<file path="src/rtl/alu_op_sequencer.sv">
// alu_op_sequencer: button-driven front end that loads ALU operands A/B and steps the op select S.
// Ports:
//   clk, rst                      clock, async active-high reset
//   sw[7:0]                       operand switches
//   btn_load, btn_next, btn_auto  raw push-buttons, asynchronous to clk
//   A[7:0], B[7:0]                registered operands
//   S[3:0]                        registered operation select, always < NUM_OPS
//   mode[1:0]                     00 LOAD_A, 01 LOAD_B, 10 RUN, 11 AUTO
//   op_strobe                     one-cycle pulse alongside a new S, or a new B on RUN entry
module alu_op_sequencer #(
    parameter int DB_CYCLES = 500000,
    parameter int DWELL     = 50000000,
    parameter int NUM_OPS   = 13
) (
    input  logic       clk,
    input  logic       rst,
    input  logic [7:0] sw,
    input  logic       btn_load,
    input  logic       btn_next,
    input  logic       btn_auto,
    output logic [7:0] A,
    output logic [7:0] B,
    output logic [3:0] S,
    output logic [1:0] mode,
    output logic       op_strobe
);
    localparam int DBW = $clog2(DB_CYCLES + 1);
    localparam int DWW = $clog2(DWELL + 1);

    typedef enum logic [1:0] {LOAD_A = 2'b00, LOAD_B = 2'b01, RUN = 2'b10, AUTO = 2'b11} state_t;

    logic [2:0] w_raw;
    logic [2:0] w_press;
    assign w_raw = {btn_auto, btn_next, btn_load};

    genvar g;
    for (g = 0; g < 3; g++) begin : g_btn
        logic           r_s1, r_s2, r_db, r_pr;
        logic [DBW-1:0] r_cnt;
        // A level change is accepted on the DB_CYCLES-th consecutive differing sample;
        // only the accepted rising edge produces a press.
        always_ff @(posedge clk or posedge rst) begin
            if (rst) begin
                r_s1  <= 1'b0;
                r_s2  <= 1'b0;
                r_db  <= 1'b0;
                r_pr  <= 1'b0;
                r_cnt <= '0;
            end else begin
                r_s1 <= w_raw[g];
                r_s2 <= r_s1;
                r_pr <= 1'b0;
                if (r_s2 == r_db) begin
                    r_cnt <= '0;
                end else if (r_cnt == DBW'(DB_CYCLES - 1)) begin
                    r_db  <= r_s2;
                    r_cnt <= '0;
                    r_pr  <= r_s2;
                end else begin
                    r_cnt <= r_cnt + 1'b1;
                end
            end
        end
        assign w_press[g] = r_pr;
    end

    // Priority load > auto > next; losers are dropped.
    logic w_load, w_auto, w_next;
    assign w_load = w_press[0];
    assign w_auto = w_press[2] & ~w_press[0];
    assign w_next = w_press[1] & ~w_press[2] & ~w_press[0];

    state_t         r_state, w_state;
    logic [7:0]     r_a, r_b, w_a, w_b;
    logic [3:0]     r_s, w_s, w_s_inc;
    logic           r_strobe, w_strobe;
    logic [DWW-1:0] r_dwell, w_dwell;

    assign w_s_inc = (r_s == 4'(NUM_OPS - 1)) ? 4'd0 : r_s + 4'd1;

    always_ff @(posedge clk or posedge rst) begin
        if (rst) begin
            r_state  <= LOAD_A;
            r_a      <= '0;
            r_b      <= '0;
            r_s      <= '0;
            r_strobe <= 1'b0;
            r_dwell  <= '0;
        end else begin
            r_state  <= w_state;
            r_a      <= w_a;
            r_b      <= w_b;
            r_s      <= w_s;
            r_strobe <= w_strobe;
            r_dwell  <= w_dwell;
        end
    end

    always_comb begin
        w_state  = r_state;
        w_a      = r_a;
        w_b      = r_b;
        w_s      = r_s;
        w_strobe = 1'b0;
        w_dwell  = r_dwell;
        case (r_state)
            LOAD_A: begin
                if (w_load) begin
                    w_a     = sw;
                    w_state = LOAD_B;
                end
            end
            LOAD_B: begin
                if (w_load) begin
                    w_b      = sw;
                    w_state  = RUN;
                    w_strobe = 1'b1;
                end
            end
            RUN: begin
                if (w_load) begin
                    w_state = LOAD_A;
                end else if (w_auto) begin
                    w_state = AUTO;
                    w_dwell = '0;
                end else if (w_next) begin
                    w_s      = w_s_inc;
                    w_strobe = 1'b1;
                end
            end
            AUTO: begin
                // A press on the terminal dwell cycle suppresses that step.
                if (w_load) begin
                    w_state = LOAD_A;
                end else if (w_auto) begin
                    w_state = RUN;
                end else if (r_dwell == DWW'(DWELL - 1)) begin
                    w_s      = w_s_inc;
                    w_strobe = 1'b1;
                    w_dwell  = '0;
                end else begin
                    w_dwell = r_dwell + 1'b1;
                end
            end
        endcase
    end

    assign A         = r_a;
    assign B         = r_b;
    assign S         = r_s;
    assign mode      = r_state;
    assign op_strobe = r_strobe;
endmodule

</file>
<file path="config.mk">
export PLATFORM = sky130hd
export DESIGN_NAME = alu_op_sequencer
export DESIGN_NICKNAME = d
export VERILOG_FILES = /design/src/rtl/alu_op_sequencer.sv
export SDC_FILE = /design/constraint.sdc
export NUM_CORES = 1
export LEC_CHECK = 0
export ABC_CLOCK_PERIOD_IN_PS = 4600
export CAP_MARGIN = 30
export CORE_MARGIN = 10
export CORE_UTILIZATION = 53
export CTS_CLUSTER_DIAMETER = 200
export DETAILED_ROUTE_END_ITERATION = 10
export GPL_TIMING_DRIVEN = 0
export PLACE_DENSITY = 0.79
export SKIP_CTS_REPAIR_TIMING = 1
export SYNTH_ARGS = -nofsm -noshare
export SYNTH_HDL_FRONTEND = slang
export SYNTH_SLANG_ARGS = --single-unit
</file>
<file path="constraint.sdc">
create_clock -name clk -period 4.6 [get_ports clk]
set_clock_uncertainty 0.05 [all_clocks]
set_input_delay 1.38 -clock clk [delete_from_list [all_inputs] [get_ports clk]]
set_output_delay 1.38 -clock clk [all_outputs]
set_load 0.02 [all_outputs]
</file>
==> summary.md <==
| Metric | Value |
|---|---|
| Run status | completed |
| CTS max path bufs | 2 |
| Largest net degree at the start of global routing | 71 |
| # IOs | 36 |
| Avg WL per Cell | 15.90 µm |
| Yosys warns | 0 |
| Most frequent cells in the layout | 118 x dfrtp_1, 85 x nor2_1, 37 x xnor2_1, 37 x nand2_1 |
| CP max-delay cell | clkdlybuf4s50_1 |
| Worst Max-Slew Pin Slew | 0.8753 ns |
| Post-Syn Nets | 561 |
| Peak Freq | 0.3221 GHz |
| Area delta synth->final | 20.90% |
| Number of synthesized flops with an enable pin | 0 |
| Area share of the largest cell type after synthesis | 53.15% |
| Worst-path fanout max | 7 |
| Die footprint | 14980 µm² |
| Antenna violations before repair | 0 |
| Num CTS Buffers | 17 |
| Synth Area in Compound Gates | 4.392% |
| Synth Instances | 542 |
| Slew Viols, Final | 0 |
| Flops & latches, synth | 118 |
| PD cells | 367.4 nW/µm² |
| GRT Overall Usage | 16.93% |
| Register area share after synthesis | 53.15% |
| Worst setup path class | flop to output port |
| P_leak | 2.816 nW |
| HP Class | flop to flop |
| Starting density of the core | 54.05% |
| First-pass GRT wire length | 20710 µm |
| Top post-synthesis cells by area | dfrtp_1 53%, xnor2_1 5.8%, nor2_1 5.7%, xor2_1 4.6%, mux2_2 3.9% |
| Worst path max stage delay | 0.69 ns |
| Total Nets Final | 617 |
| Vias in the first global route | 4285 |
| Post-DRT Antenna Nets | 0 |
| Row count | 37 |
| Clock latency on the worst-skew pair | 0.52 ns |
| Buf/Inv on CP | 1 |
| # Max-Cap Violations | 0 |
| Final worst path period share | 67.49% |
| Cell Chain, Critical Path | clkdlybuf4s50_1 |
| DIE WIDTH | 122.4 µm |
| VDD IR max | 223.6 µV |
| DRT iter0 DRCs | 191 |
| Fin. Hold Viols | 0 |
| Post-Synth XOR/XNOR Area | 10.41% |
| DR pass1 iterations | 6 |
| Core Util, Final | 65.35% |
| Top FF cell, synth | dfrtp_1 |
| Async set or reset register ratio after synthesis | 100.0% |
| Final GP Congestion | 0.8566 |
| Total Routed Length | 11880 µm |
| CTS Sinks | 118 |
| Hpwl dp | 7731 µm |
| Critical Path AT | 1.67 ns |
| Mux cell area share after synthesis | 4.392% |
| DP Cell Count | 715 |
| IO Port Bufs | 35 |
| Root Driver | clkbuf_8 |
| Gr ovfl total | 0 |
| DR vias/cell | 5.633 |
| Family with the most delay on the worst path | buffers and inverters |
| Final min period | 3.104 ns |
| Avg Synthesized Cell Area | 10.25 µm² |
| Ant diodes | 0 |
| DRC Markers | 0 |
| Finished Layout Cells | 747 |
| Crit path launch type | flop |
| Core footprint | 10280 µm² |
| Adder-cell share of the synthesized area | 1.351% |
| Crit end category | output port |
| Worst path required time | 3.17 ns |
| Top cell type by total area after synthesis | dfrtp_1 |
| Simple-gate portion of the synthesized area | 23.74% |
| Main combinational cell family by area after synthesis | simple AND/OR/NAND/NOR gates |
| RSZ-0062 raised after global routing | no |
| Ratio of cells with drive above 1 in the final layout | 11.13% |
| Netlist Area Pre-Place | 5555 µm² |
| Final Setup Violations | 0 |
| Synth unique cells | 47 |
| Vias | 4208 |
| Slew headroom | 41.11% |
| Die height | 122.4 µm |
| Clk slew on worst S/H paths | 0.06 ns |
| Most common cell after layout, fill and taps aside | dfrtp_1 |
| TritonCTS clock tree | yes |
| H-tree Lvls | 4 |
-- cells by family after synthesis --
group	Yosys count
compound gates	41
xor+xnor	66
fa+ha+maj	6
buf+inv	35
flops	118
mux	21
simple gates	255
-- power breakdown --
| group | internal, mW | total [mW] | switching, mW |
|---|---|---|---|
| Clock | 0.843 | 1.33 | 0.492 |
| Sequential | 1.05 | 1.06 | 0.0103 |
| Combinational | 0.0287 | 0.0717 | 0.0430 |
| Total | 1.92 | 2.47 | 0.545 |
-- area by class of cell --
cell class	instances	area, µm²
fill	789	3561
sequential	118	2953
multi-input combinational	389	2460
clock buffer	18	427.9
timing repair buffer	37	382.9
clock inverter	14	177.7
tap	136	170.2
inverter	19	73.82
buffer	16	71.32
-- state kept, by name (all words and copies together) (netlist names) --
register and cells:
A 8, B 8, S 4, g_btn.r_cnt 57
g_btn.r_db 3, g_btn.r_pr 3, g_btn.r_s1 3, g_btn.r_s2 3
mode 2, op_strobe 1, r_dwell 26
-- Yosys cell counts (all sizes together), types with 10 or more instances --
cell type    n
dfrtp      118
nor2        85
nand2       37
xnor2       37
nand3       35
xor2        29
mux2        21
inv         19
nand4       18
nor3        15
clkbuf      14
a31oi       13
nor4        13
o21ai       12
and3        10
and4        10
-- through the flow --
stage / hold WS, ns / TNS, ns / power (mW) / instance area (µm²) / setup WS, ns
detailed placement: 0.2847 / 0 / 1.153 / 6111 / 1.920
CTS: 0.3025 / 0 / 2.481 / 6716 / 1.481
global route: 0.3267 / 0 / 2.540 / 6716 / 1.417
finish: 0.3027 / 0 / 2.468 / 6716 / 1.496
floorplan: 0.2812 / 0 / 1.119 / 5555 / 0.04088
global placement: 0.2832 / -175.34 / 1.147 / 6076 / -1.492
-- metal layers --
layer	vias to the layer above	wire (µm)	share of wire, %	global-route usage, %
met5	-	0	0	0
met4	0	180	1.5	6.554
met3	19	516	4.3	4.683
met2	104	6039	51	27.59
met1	2084	5144	43	21.01
li1	2001	-	-	-
-- final timing paths --
kind                               startpoint                  to  slack, ns  depth (start not counted)
worst min register to register  g_btn[2].r_s1       g_btn[2].r_s2       0.30                          0
worst max register to register     r_dwell[0]          r_dwell[8]       1.98                          8
worst min-delay path            g_btn[2].r_s1       g_btn[2].r_s2       0.30                          0
max in group asynchronous                 rst         r_dwell[11]       2.51                          3
worst max-delay path                     S[0]                S[0]       1.50                          1
min in group asynchronous                 rst  g_btn[2].r_cnt[15]       1.25                          2
(Power assumes the default switching activity.)
